[src/rtl/wb_exc_ctrl.sv]
// Writeback-stage exception/interrupt arbiter feeding the CSR file, with a flush FSM
// that stalls WB until the front end acknowledges the redirect. Optional IDLE state: WB_EXC_IDLE_EN.
module wb_exc_ctrl #(
  parameter int unsigned FLUSH_MIN = 2,
  parameter logic [5:0]  INT_CODE  = 6'h00
) (
  input  logic        clk,
  input  logic        reset,
  input  logic        wb_valid,
  input  logic [31:0] wb_pc,
  input  logic        wb_exc,
  input  logic [5:0]  wb_excode,
  input  logic [8:0]  wb_esubcode,
  input  logic [31:0] wb_badv,
  input  logic        wb_ertn,
  input  logic        wb_refetch,
  input  logic        wb_idle,
  input  logic [11:0] lie,
  input  logic [11:0] is,
  input  logic        ie,
  input  logic        redirect_ack,
  output logic        is_exc,
  output logic [5:0]  excode,
  output logic [8:0]  esubcode,
  output logic [31:0] badvaddr,
  output logic [31:0] csr_pc,
  output logic        is_ertn,
  output logic        is_fetch_again,
  output logic        wb_commit,
  output logic        wb_ready,
  output logic        flush
);

  localparam int unsigned CW = (FLUSH_MIN < 2) ? 1 : $clog2(FLUSH_MIN + 1);

`ifdef WB_EXC_IDLE_EN
  typedef enum logic [1:0] {S_RUN, S_FLUSH, S_IDLE} state_t;
`else
  typedef enum logic [1:0] {S_RUN, S_FLUSH} state_t;
`endif

  state_t        state, state_nxt;
  logic [CW-1:0] cnt, cnt_nxt;
  logic          ack_q, ack_nxt;
  logic          int_pend;
  logic          enter_flush;
  logic [31:0]   pc_plus4;

  assign int_pend = (|(lie & is)) & ie;
  assign pc_plus4 = wb_pc + 32'd4;

`ifdef WB_EXC_IDLE_EN
  logic [31:0] idle_pc, idle_pc_nxt;
  logic        wake;
  assign wake = |(lie & is);
`else
  logic unused_idle;
  assign unused_idle = wb_idle;
`endif

  always_ff @(posedge clk) begin
    if (reset) begin
      state <= S_RUN;
      cnt   <= '0;
      ack_q <= 1'b0;
`ifdef WB_EXC_IDLE_EN
      idle_pc <= '0;
`endif
    end else begin
      state <= state_nxt;
      cnt   <= cnt_nxt;
      ack_q <= ack_nxt;
`ifdef WB_EXC_IDLE_EN
      idle_pc <= idle_pc_nxt;
`endif
    end
  end

  always_comb begin
    state_nxt      = state;
    cnt_nxt        = cnt;
    ack_nxt        = ack_q;
    enter_flush    = 1'b0;
    is_exc         = 1'b0;
    excode         = '0;
    esubcode       = '0;
    badvaddr       = '0;
    csr_pc         = '0;
    is_ertn        = 1'b0;
    is_fetch_again = 1'b0;
    wb_commit      = 1'b0;
    wb_ready       = 1'b0;
    flush          = 1'b0;
`ifdef WB_EXC_IDLE_EN
    idle_pc_nxt    = idle_pc;
`endif

    case (state)
      S_RUN: begin
        wb_ready = 1'b1;
        if (wb_valid) begin
          if (int_pend) begin
            is_exc      = 1'b1;
            excode      = INT_CODE;
            csr_pc      = wb_pc;
            enter_flush = 1'b1;
          end else if (wb_exc) begin
            is_exc      = 1'b1;
            excode      = wb_excode;
            esubcode    = wb_esubcode;
            badvaddr    = wb_badv;
            csr_pc      = wb_pc;
            enter_flush = 1'b1;
          end else if (wb_ertn) begin
            is_ertn     = 1'b1;
            wb_commit   = 1'b1;
            enter_flush = 1'b1;
          end else if (wb_refetch) begin
            is_fetch_again = 1'b1;
            csr_pc         = pc_plus4;
            wb_commit      = 1'b1;
            enter_flush    = 1'b1;
`ifdef WB_EXC_IDLE_EN
          end else if (wb_idle) begin
            wb_commit   = 1'b1;
            idle_pc_nxt = pc_plus4;
            state_nxt   = S_IDLE;
`endif
          end else begin
            wb_commit = 1'b1;
          end
        end
      end

      S_FLUSH: begin
        // Exit needs both the minimum dwell and an ack (a same-cycle ack counts).
        flush   = 1'b1;
        ack_nxt = ack_q | redirect_ack;
        if (cnt > CW'(1)) begin
          cnt_nxt = cnt - CW'(1);
        end
        if ((cnt <= CW'(1)) && (ack_q || redirect_ack)) begin
          state_nxt = S_RUN;
          cnt_nxt   = '0;
          ack_nxt   = 1'b0;
        end
      end

`ifdef WB_EXC_IDLE_EN
      S_IDLE: begin
        if (wake) begin
          if (ie) begin
            is_exc = 1'b1;
            excode = INT_CODE;
          end else begin
            is_fetch_again = 1'b1;
          end
          csr_pc      = idle_pc;
          enter_flush = 1'b1;
        end
      end
`endif

      default: begin
        state_nxt = S_RUN;
      end
    endcase

    // Every event cycle flushes and arms the dwell counter and ack latch.
    if (enter_flush) begin
      flush     = 1'b1;
      state_nxt = S_FLUSH;
      cnt_nxt   = CW'(FLUSH_MIN);
      ack_nxt   = redirect_ack;
    end
  end

endmodule

[config.mk]
export PLATFORM = sky130hd
export DESIGN_NAME = wb_exc_ctrl
export DESIGN_NICKNAME = d
export VERILOG_FILES = /design/src/rtl/wb_exc_ctrl.sv
export SDC_FILE = /design/constraint.sdc
export NUM_CORES = 1
export LEC_CHECK = 0
export BUFFER_PORTS_ARGS = -buffer_cell sky130_fd_sc_hd__buf_2
export CORE_ASPECT_RATIO = 0.8
export CORE_MARGIN = 3
export CORE_UTILIZATION = 32
export DETAILED_ROUTE_END_ITERATION = 16
export PLACE_DENSITY = 0.75
export SYNTH_ARGS = -nofsm -noshare
export SYNTH_HDL_FRONTEND = slang
export SYNTH_SLANG_ARGS = --single-unit
export TNS_END_PERCENT = 10
[constraint.sdc]
create_clock -name clk -period 1.8 [get_ports clk]
set_input_delay 0.18 -clock clk [delete_from_list [all_inputs] [get_ports clk]]
set_output_delay 0.18 -clock clk [all_outputs]
set_load 0.03 [all_outputs]
======== Word-level counts from Yosys, hierarchy flattened ========
Cells that the tools add are included.
operators by class
  add/sub/neg operators ................... 2
  $lt $le $gt $ge ......................... 2
  eq/ne operators ......................... 4
  mux-type cells .......................... 55
  bitwise operators ....................... 4
  reductions and logical operators ........ 12
operator list
  kind                   count
  $mux 32                10
  $mux 9                 4
  $add 32x3->32 const B  1
  $mux 1                 31
  $mux 6                 4
  $and 12x12->12         1
  $reduce_or 12->1       1
  $mux 2                 5
  $reduce_and 2->1       4
  $ne 2x2->1 const B     2
  $pmux 2 s2             1
  $reduce_bool 2->1      2
  $ne 3x3->1 const B     1
  $reduce_bool 3->1      1
  $eq 2x1->1 const B     1
  $gt 2x1->1 const B     1
  $le 2x1->1 const B     1
  $logic_not 2->1        1
  $reduce_or 2->1        1
  $sub 2x1->2 const B    1
  $and 1x1->1            1
  $logic_and 1x1->1      1
  $logic_or 1x1->1       1
  $not 1->1              1
  $or 1x1->1             1
word-level totals
  register bits after elaboration ......... 5
  output and inout bits ................... 85
  logic and storage cells ................. 84

======== Longest topological paths before layout ========
Gate-level depths: netlist (run 1).
  depth in word-level cells ............... 8
  depth in mapped cells ................... 7

======== Worst setup path after synthesis (run 1) ========
No wires, ideal clock.
  path type ............................... in2out
  start ................................... input wb_pc[2]
  end ..................................... output csr_pc[18]
  data arrival time ....................... 2.026 ns
  data required time ...................... 1.620 ns
  slack ................................... -0.406 ns
  stages on the path ...................... 5
  cell sequence ........................... ha_1 nand4_2 nor4_4 nand3_1 o41ai_1
between the ends
  word-level cells in the longest chain between the ends .. 7
RTL lines
  element             line  RTL
  start: declaration  10    input logic [31:0] wb_pc,
  $add 32x3->32       50    assign pc_plus4 = wb_pc + 32'd4;
  $mux 32             118   end else if (wb_refetch) begin
  $mux 32             114   end else if (wb_ertn) begin
  $mux 32             107   end else if (wb_exc) begin
  $mux 32             102   if (int_pend) begin
  $mux 32             101   if (wb_valid) begin
  $mux 32             98    case (state)
  end: declaration    26    output logic [31:0] csr_pc,
No other way between the ends.

======== Worst setup path after layout (run 1) ========
  start ................................... input is[2]
  end ..................................... output csr_pc[29]
between the ends
  word-level cells in the longest chain between the ends .. 6
RTL lines
  element             line  RTL
  start: declaration  19    input logic [11:0] is,
  $and 12x12->12      49    assign int_pend = (|(lie & is)) & ie;
  $reduce_or 12->1    49
  $and 1x1->1         49
  $mux 32             102
  $mux 32             101
  $mux 32             98
No other way between the ends.

==> results.json, run 1 <==
{
  "synth-edff-count": 0,
  "crit_path_end": "csr_pc[29]",
  "syn_to_final_growth_pct": 141,
  "fin_area_um2": 4270,
  "syn_avg_cell_area_um2": 6.16,
  "die_x_um": 89.1,
  "row_count": 23,
  "pwr-share-seq": 0.082,
  "fin_setup_tns_ns": -6.94,
  "hold_violations": 0,
  "clockBufferDepth": 2,
  "end_kind": "output port",
  "wl_um": 11900,
  "grt_first_pass_wirelength_um": 15600,
  "startpoint": "is[2]",
  "die-area_um2": 6460,
  "period_share": 1.18,
  "cp.depth": 8,
  "synthMuxAreaShare": 0.00566,
  "crit_buf_inv": 3,
  "num_vias": 3589,
  "synth_cells": 287,
  "grt_usage": 0.308,
  "final_cell_mix": "buf_2, buf_4, buf_6",
  "setup_viol": 78,
  "drive_above_1_share": 0.625,
  "finalWorstSetupSlack_ns": -0.317,
  "final_nets": 666,
  "fin_util": 0.824,
  "crit_required_ns": 1.62,
  "grt_pass1_vias": 3158,
  "cpMaxStageDelayCell": "or4_1",
  "reg2reg_slack_ns": 0.56,
  "antenna_found_initial": 8,
  "dp_hpwl_um": 8350,
  "grt.overflow.total": 0,
  "path_cells": "buf_2 > a22oi_2 > and3b_2 > a31oi_4 > buf_12 > or4_1 > a21oi_1 > buf_4",
  "nFillCells": 338,
  "pwr-share-comb": 0.758,
  "reg2reg_depth": 5,
  "first_pass_iters": 5,
  "viasPerCell": 5.77,
  "synth_compound_area_frac": 0.305,
  "rsz0062_at_grt": "yes",
  "regToRegEndpoint": "cnt[0]",
  "yosysWarnings": 0,
  "avgRoutedWirePerCell_um": 19.1,
  "cp_slowest_stage_delay_ns": 0.53,
  "grt_max_degree": 48,
  "clk_latency_ns": 0.23,
  "synth_top_family_by_area": "simple AND/OR/NAND/NOR gates",
  "cts_max_level": 1,
  "hold_class": "primary input to flip-flop",
  "max_cap_violations": 0,
  "power_density_nw_per_um2": 297,
  "synth_nets": 401,
  "cp.arrival_ns": 1.94,
  "yosys.area_share.adder": 0.0142,
  "post_dp_cell_area_um2": 3450,
  "drt_iter0_drc": 288,
  "violations": "negative setup slack",
  "status": "finished, violations left",
  "clockPowerShare": 0.160,
  "path_delay_family": "simple AND/OR/NAND/NOR gates",
  "seq_area_frac_synth": 0.0453,
  "initial_utilization": 0.341,
  "drtAntennaViolNets": 0,
  "tritoncts": "yes",
  "fmax_mhz": 472,
  "fin_skew_ns": 0.00220,
  "place.gp.congestion": 1.01,
  "crit_type": "primary input to output port",
  "slew_viol_final": 0,
  "drc": 0,
  "synthXorXnorAreaFrac": 0,
  "synth_simple_gate_area_frac": 0.563,
  "core_um2": 5180,
  "r2r_start": "cnt[1]",
  "peakVddDrop_uv": 149,
  "ys_seq_elements": 4,
  "root_buffer": "clkbuf_8",
  "num_io_pins": 197,
  "crit_path_max_fanout": 23,
  "synthDistinctLibCells": 46,
  "clk_transition_reported_paths_ns": 0.03,
  "period_needed_ns": 2.12,
  "p_leak_nw": 2.01,
  "cts_buffers": 3,
  "slew_headroom": 0.647,
  "async_flop_share": 0,
  "p_sw_w": 0.000595,
  "syn-cell-area_um2": 1770,
  "portBuffers": 195,
  "worstMarginPinSlew_ns": 0.525,
  "p_int_w": 0.000674,
  "critPathLaunchType": "primary input",
  "clock_sinks": 4,
  "swShare": 0.469,
  "final_common_cell": "buf_2",
  "die_y_um": 72.5,
  "synth-main-ff-cell": "dfxtp_1"
}
-- flip-flops by register name (all words and copies together), names as in the netlist --
signal and cells:
cnt 2, ack_q 1, state 1
-- power by group through the flow --
| stage | clock [W] | combinational, W | sequential [W] |
|---|---|---|---|
| floorplan | 0 | 0.000382 | 0.000102 |
| global placement | 0 | 0.000772 | 0.000103 |
| detailed placement | 0 | 0.000788 | 0.000104 |
| CTS | 0.000199 | 0.000874 | 0.000103 |
| global route | 0.000209 | 0.00102 | 0.000105 |
| finish | 0.000202 | 0.000963 | 0.000104 |
-- cells in the mapped netlist (all sizes together), types with 2 or more instances --
cell type	n	area, um^2
nand3	14	70.1
nand2	28	108
and2	48	300
inv	11	41.3
or3	5	31.3
nor2	16	60.1
a32o	2	20.0
a21oi	27	139
and4	3	26.3
or2	4	25.0
ha	2	25.0
nor4	7	58.8
o31ai	17	128
nor2b	2	12.5
nor3	5	25.0
o21ai	14	73.8
and3	7	43.8
dfxtp	4	80.1
a31oi	5	31.3
nand4	9	77.6
buf	3	21.3
nand4b	2	17.5
o211ai	5	37.5
o311ai	2	17.5
clkbuf	15	56.3
a22oi	2	15.0
or4	15	116
o41ai	4	35.0
-- metrics by stage --
step / hold WS, ns / std cells / worst slack [ns] / power, W
6_report: 0.162 / 622 / -0.317 / 0.00127
5_1_grt: 0.179 / 621 / -0.365 / 0.00133
2_1_floorplan: 0.249 / 287 / -0.280 / 0.000484
3_5_place_dp: 0.396 / 602 / -0.317 / 0.000891
3_3_place_gp: 0.397 / 602 / -0.289 / 0.000876
4_1_cts: 0.166 / 609 / -0.192 / 0.00118
-- timing repair --
| item | CTS | global route |
|---|---|---|
| endpoints found under the setup margin | 80 | 79 |
| pin swaps | 22 | 10 |
| gates resized for setup | 97 | 136 |
| endpoints found under the hold margin | 0 | 0 |
| setup buffers | 4 | 3 |
| hold buffers | 0 | 0 |
-- cell type report --
type / instances / area, um^2 / share of cell area
Antenna cell: 10 / 25.0 / 0.00587
Clock buffer: 3 / 41.3 / 0.00968
Inverter: 11 / 41.3 / 0.00968
Multi-Input combinational cell: 254 / 1860 / 0.436
Sequential cell: 4 / 81.3 / 0.0191
Tap cell: 62 / 77.6 / 0.0182
Timing Repair Buffer: 278 / 2140 / 0.501
-- how the worst min path moves through the flow --
stage / endpoint / cells past startpoint / from
after floorplan: cnt[1] / 1 / reset
after global placement: ack_q / 2 / reset
after detailed placement: ack_q / 2 / reset
after CTS: ack_q / 2 / reset
after global routing: state[0] / 2 / reset
final: state[0] / 2 / reset
-- kinds of logic after synthesis --
kind of cell             after synthesis
AND/OR/NAND/NOR                      168
AO/OA/AOI/OAI                         83
buffers and inverters                 29
flip-flops                             4
adder cells (fa/ha/maj)                2
multiplexers                           1
-- layer usage --
| layer | track usage | vias up | part of all wire |
|---|---|---|---|
| li1 | - | 1622 | - |
| met1 | 0.389 | 1681 | 0.37 |
| met2 | 0.491 | 231 | 0.49 |
| met3 | 0.0636 | 55 | 0.083 |
| met4 | 0.159 | 0 | 0.061 |
| met5 | 0 | - | 0 |
No activity file was read; power rests on OpenSTA's default activity.
==> run 2: changes to the inputs <==
- CORE_ASPECT_RATIO: 0.8 -> 1.4
- TNS_END_PERCENT: 10 -> not set
==> run 2 against run 1 <==
- area after synthesis is the same
- synthesized cell count is the same
- the run now fails in 5_1_grt
==> results.json, run 2 <==
{
  "cts_buffers": 3,
  "status": "stopped before the end",
  "die_y_um": 93.9,
  "yosysWarnings": 0,
  "yosysMostFrequentCell": "and2_1",
  "synth_commonest_cells": "and2_1, nand2_1, a21oi_1",
  "dp_cells": 610,
  "worstEpCategory": "primary output",
  "synth_top_cell_area_share": 0.170,
  "cts_max_level": 1,
  "synth_nets": 401,
  "die_x_um": 68.8,
  "failed_stage": "5_1_grt",
  "grt_repair_worst_endpoint": "csr_pc[23]",
  "synth_top_area_cell": "and2_1",
  "root_buffer": "clkbuf_8",
  "synth_cells": 287,
  "row_count": 31,
  "async_flop_share": 0,
  "synth-edff-count": 0,
  "initial_utilization": 0.335,
  "grt.overflow.total": 26,
  "synth-main-ff-cell": "dfxtp_1",
  "syn_avg_cell_area_um2": 6.16,
  "clockBufferDepth": 2,
  "seq_area_frac_synth": 0.0453,
  "synthDistinctLibCells": 46,
  "clock_sinks": 4,
  "grt_max_degree": 25,
  "dp_hpwl_um": 8150,
  "netlist_top_cells_area": "and2_1, a21oi_1, o31ai_1, or4_1, nand2_1",
  "antenna_found_initial": 1,
  "grt_usage": 0.687,
  "syn-cell-area_um2": 1770,
  "portBuffers": 195,
  "num_io_pins": 197,
  "tool.error": "[ERROR GRT-0232] Routing congestion too high. Check the congestion heatmap in the GUI.",
  "place.gp.congestion": 0.944,
  "cts-hold-fix-buffers": 0,
  "ys_seq_elements": 4
}
[run 2: cell counts after synthesis]
No cell type changed its count.
[run 2: cells by family after synthesis]
kind of cell	share of synthesized area
compound gates	0.305
mux	0.00566
buf+inv	0.0672
simple gates	0.563
fa+ha+maj	0.0142
flops	0.0453
[run 2: repair_timing]
action	in CTS
buffers inserted	12
resized for setup	164
gates cloned	2
setup endpoints to repair	47
pin swaps	23
[run 2: per-stage QoR]
stage,setup WS (ns),util,area [um^2],TNS [ns]
after floorplan,-0.227,-,2040,-0.971
after global placement,-0.267,0.694,3660,-4.78
after detailed placement,-0.271,0.694,3660,-5.36
after CTS,-0.252,0.833,4390,-4.84
[run 2: routing by layer]
metal	GRT usage	overflow
met5	0.135	0
met2	0.880	17
met1	0.654	1
met4	0.720	8
met3	0.498	0
==> run 3: changes to the inputs <==
- CORE_ASPECT_RATIO: 1.4 -> not set
- CORE_UTILIZATION: 32 -> 35
- PLACE_DENSITY: 0.75 -> not set
- PLACE_DENSITY_LB_ADDON: not set -> 0.15
- clock period: 1.8 -> 2.3 ns (I/O delays scaled with it)
==> run 3 against run 2 <==
- the flow now finishes without violations
==> results.json, run 3 (synthesis gave the netlist of run 1 again) <==
{
  "clockPowerShare": 0.191,
  "die_x_um": 77.1,
  "end_kind": "output port",
  "clockBufferDepth": 2,
  "clk_transition_reported_paths_ns": 0.03,
  "crit_required_ns": 2.07,
  "reg2reg_slack_ns": 1.11,
  "crit_path_max_fanout": 6,
  "crit_type": "primary input to output port",
  "viasPerCell": 5.39,
  "row_count": 25,
  "clock_sinks": 4,
  "nFillCells": 489,
  "syn_to_final_growth_pct": 77.8,
  "regToRegEndpoint": "cnt[0]",
  "drc": 0,
  "cts-hold-fix-buffers": 0,
  "fmax_mhz": 455,
  "period_needed_ns": 2.20,
  "grt_max_degree": 48,
  "die-area_um2": 5940,
  "max_cap_violations": 0,
  "slew_viol_final": 0,
  "timing.hold.ws_ns": 0.225,
  "drt_iter0_drc": 198,
  "grt_pass1_vias": 2753,
  "period_share": 0.956,
  "grt_usage": 0.261,
  "slew_headroom": 0.723,
  "fin_util": 0.652,
  "cts_max_level": 1,
  "clk_latency_ns": 0.22,
  "first_pass_iters": 4,
  "p_leak_nw": 1.62,
  "hold_violations": 0,
  "path_cells": "buf_2 > nand4_4 > or2_4 > or3_1 > or4_1 > a21oi_1 > buf_2",
  "cp.arrival_ns": 1.97,
  "reg2reg_depth": 5,
  "die_y_um": 77.1,
  "portBuffers": 195,
  "peakVddDrop_uv": 195,
  "largest_reg_flops": 2,
  "final_nets": 609,
  "num_vias": 3021,
  "place.gp.congestion": 0.865,
  "path_delay_family": "simple AND/OR/NAND/NOR gates",
  "r2r_start": "cnt[1]",
  "reg_top3": "cnt x2, ack_q x1, state x1",
  "diodes": 0,
  "wl_um": 8230,
  "fin_skew_ns": 0.00146,
  "hold_class": "primary input to flip-flop",
  "crit_buf_inv": 2,
  "hold_depth": 2,
  "rsz0062_at_grt": "yes",
  "swShare": 0.492,
  "hold_start": "reset",
  "core_um2": 4820,
  "final_cell_mix": "buf_2, and2_1, buf_4",
  "fin_cells": 560,
  "cp_slowest_stage_delay_ns": 0.40,
  "pwr-share-comb": 0.706,
  "antenna_found_initial": 0,
  "pwr-share-seq": 0.103,
  "dp_hpwl_um": 6700,
  "final_common_cell": "buf_2",
  "largest_register": "cnt",
  "p_total_w": 0.000780,
  "setup_viol": 0,
  "cts_buffers": 3,
  "num_io_pins": 197,
  "avgRoutedWirePerCell_um": 14.7,
  "drive_above_1_share": 0.503,
  "tritoncts": "yes",
  "cpMaxStageDelayCell": "or4_1",
  "dp_cells": 553,
  "whs_endpoint": "ack_q",
  "p_sw_w": 0.000384,
  "power_density_nw_per_um2": 248,
  "grt.overflow.total": 0,
  "status": "finished clean",
  "critPathLaunchType": "primary input",
  "root_buffer": "clkbuf_8",
  "grt_first_pass_wirelength_um": 13200,
  "worstMarginPinSlew_ns": 0.415,
  "initial_utilization": 0.367,
  "critPathMostFrequentCell": "buf_2",
  "drtAntennaViolNets": 0,
  "p_int_w": 0.000396
}
[run 3: per-layer routing]
layer  up-vias  part of all wire  global-route usage
met1      1366              0.44               0.356
li1       1497                 -                   -
met2       144              0.46               0.424
met4         0             0.016              0.0516
met5         -                 0                   0
met3        14             0.090              0.0552
[run 3: final cells by class]
class | instances | area, um^2 | area share
repair buffers | 221 | 1230 | 0.391
well taps | 67 | 83.8 | 0.0267
flip-flops and latches | 4 | 80.1 | 0.0255
clock buffers | 3 | 41.3 | 0.0131
inverters | 11 | 41.3 | 0.0131
multi-input cells | 254 | 1670 | 0.531
[run 3: worst max path at each step]
stage	slack, ns	endpoint	from	cells past startpoint
after floorplan	0.06	csr_pc[24]	wb_pc[2]	6
after global placement	0.02	csr_pc[31]	lie[7]	9
final	0.10	csr_pc[19]	wb_pc[7]	7
after detailed placement	0.04	csr_pc[28]	wb_pc[2]	8
after CTS	0.03	csr_pc[31]	lie[7]	9
after global routing	-0.02	csr_pc[25]	lie[2]	8
[run 3: power by group through the flow]
stage | registers [W] | logic (W) | clock network (W)
3_5_place_dp | 0.0000814 | 0.000534 | 0
4_1_cts | 0.0000805 | 0.000535 | 0.000153
6_report | 0.0000805 | 0.000551 | 0.000149
5_1_grt | 0.0000816 | 0.000597 | 0.000157
2_1_floorplan | 0.0000798 | 0.000291 | 0
3_3_place_gp | 0.0000810 | 0.000527 | 0
[run 3: repair_timing]
| action | in CTS | in global routing |
|---|---|---|
| setup buffers | 0 | 4 |
| resized for setup | 0 | 28 |
| endpoints found under the setup margin | 0 | 18 |
[run 3: per-stage QoR]
stage          TNS [ns]  instance area, um^2  setup WS, ns
6_report              0                 3140         0.102
5_1_grt          -0.165                 3140       -0.0226
4_1_cts               0                 3030        0.0309
3_5_place_dp          0                 2990        0.0445
3_3_place_gp          0                 2990        0.0169
2_1_floorplan         0                 1790        0.0556
==> run 4: changes to the inputs <==
- BUFFER_PORTS_ARGS: -buffer_cell sky130_fd_sc_hd__buf_2 -> -buffer_cell sky130_fd_sc_hd__buf_4
- CTS_BUF_LIST: not set -> sky130_fd_sc_hd__clkbuf_4 sky130_fd_sc_hd__clkbuf_8 sky130_fd_sc_hd__clkbuf_16
==> run 4 against run 3 <==
- clock-buffer cell count unchanged
- register-to-register slack worse by 0.11 ns
- clock skew up 0.00084 ns
- design area grew 12%
- sequential power grew 0.9%
- non-clock buffer count fell by 9
- highest routed layer unchanged
==> results.json, run 4 (synthesis gave the netlist of run 1 again) <==
{
  "num_vias": 3006,
  "clk_transition_reported_paths_ns": 0.03,
  "p_leak_nw": 1.67,
  "slew_viol_final": 0,
  "place.gp.congestion": 0.822,
  "viasPerCell": 5.46,
  "status": "finished clean",
  "period_needed_ns": 2.20,
  "final_common_cell": "buf_4",
  "row_count": 25,
  "avgRoutedWirePerCell_um": 15.9,
  "critPathLaunchType": "primary input",
  "cts-hold-fix-buffers": 0,
  "cp.arrival_ns": 1.97,
  "max_cap_violations": 0,
  "initial_utilization": 0.367,
  "clock_sinks": 4,
  "preCtsSetupSlack_ns": 0.0241,
  "portBuffers": 195,
  "crit_path_max_fanout": 7,
  "setup_viol": 0,
  "slew_headroom": 0.678,
  "timing.hold.ws_ns": 0.203,
  "worstMarginPinSlew_ns": 0.479,
  "cts_max_level": 1,
  "end_kind": "output port",
  "met3_usage": 0.0516,
  "tritoncts": "yes",
  "diodes": 0,
  "grt_max_degree": 48,
  "die_y_um": 77.1,
  "antenna_found_initial": 0,
  "period_share": 0.955,
  "hold_start": "reset",
  "dp_cells": 547,
  "cts_buffers": 3,
  "hold_class": "primary input to flip-flop",
  "crit_required_ns": 2.07,
  "use_met1": 0.352,
  "dp_hpwl_um": 7120,
  "grt_usage": 0.268,
  "core_um2": 4820,
  "drt_iter0_drc": 138,
  "syn_to_final_growth_pct": 98.4,
  "die-area_um2": 5940,
  "drtAntennaViolNets": 0,
  "busiest_layer": "met2",
  "power_density_nw_per_um2": 247,
  "grt_first_pass_wirelength_um": 13400,
  "die_x_um": 77.1,
  "clockBufferDepth": 2,
  "finalWorstSetupSlack_ns": 0.104,
  "fin_skew_ns": 0.00230,
  "root_buffer": "clkbuf_8",
  "use_met2": 0.449,
  "first_pass_iters": 4,
  "largest_reg_flops": 2,
  "crit_type": "primary input to output port",
  "fin_cells": 551,
  "largest_register": "cnt",
  "grt_pass1_vias": 2738,
  "fin_setup_tns_ns": 0,
  "num_io_pins": 197,
  "peakVddDrop_uv": 203,
  "fmax_mhz": 455,
  "grt.overflow.total": 0,
  "final_nets": 600,
  "drc": 0,
  "drive_above_1_share": 0.494,
  "clk_latency_ns": 0.23,
  "startpoint": "wb_pc[7]",
  "hold_violations": 0,
  "wl_um": 8770,
  "nFillCells": 423,
  "rsz0062_at_grt": "no",
  "final_cell_mix": "buf_4, and2_1, nand2_1",
  "reg_top3": "cnt x2, ack_q x1, state x1",
  "r2r_start": "cnt[1]"
}
==> run 4: cell count changes in the layout (fill, tap and decap cells not counted), sizes merged <==
cell,before,now
clkbuf,6,3
buf,218,212
==> run 4: worst paths after layout <==
path | slack [ns] | depth (start not counted) | to
worst max-delay path | 0.10 | 7 | csr_pc[19]
worst max register to register | 1.00 | 6 | cnt[0]
worst min-delay path | 0.20 | 2 | state[0]
worst min register to register | 0.47 | 2 | cnt[1]
==> run 4: routing by layer <==
metal | share of wire | up-vias
li1 | - | 1480
met1 | 0.42 | 1376
met2 | 0.48 | 137
met3 | 0.080 | 13
met4 | 0.018 | 0
met5 | 0 | -
==> run 4: area by class of cell <==
class,instances,area (um^2),share of cell area
Multi-Input combinational cell,254,1640,0.469
Tap cell,67,83.8,0.0239
Timing Repair Buffer,212,1620,0.461
Sequential cell,4,80.1,0.0228
Inverter,11,41.3,0.0118
Clock buffer,3,41.3,0.0118
==> run 4: timing repair <==
item                       in CTS  in global routing
setup endpoints to repair       1                 15
gates resized for setup         1                  8
pin swaps                       0                  4
buffers inserted                0                  1
==> run 4: stage by stage <==
| step | util | area (um^2) | total power, W |
|---|---|---|---|
| floorplan | - | 1790 | 0.000371 |
| global placement | 0.709 | 3420 | 0.000688 |
| detailed placement | 0.709 | 3420 | 0.000700 |
| CTS | 0.719 | 3460 | 0.000859 |
| global route | 0.728 | 3510 | 0.000913 |
| finish | 0.728 | 3510 | 0.000867 |
==> run 4: critical path, cell delays in order <==
cell     delay, ns
buf_4         0.13
nand4_4       0.17
or2_1         0.29
or3_1         0.39
or4_1         0.40
a21oi_1       0.16
buf_4         0.18
==> run 4: report_power, final <==
part           leakage (nW)  switching, W  internal [W]
Sequential           0.0330    0.00000615     0.0000751
Combinational          1.61      0.000347      0.000283
Clock                0.0216     0.0000435      0.000112
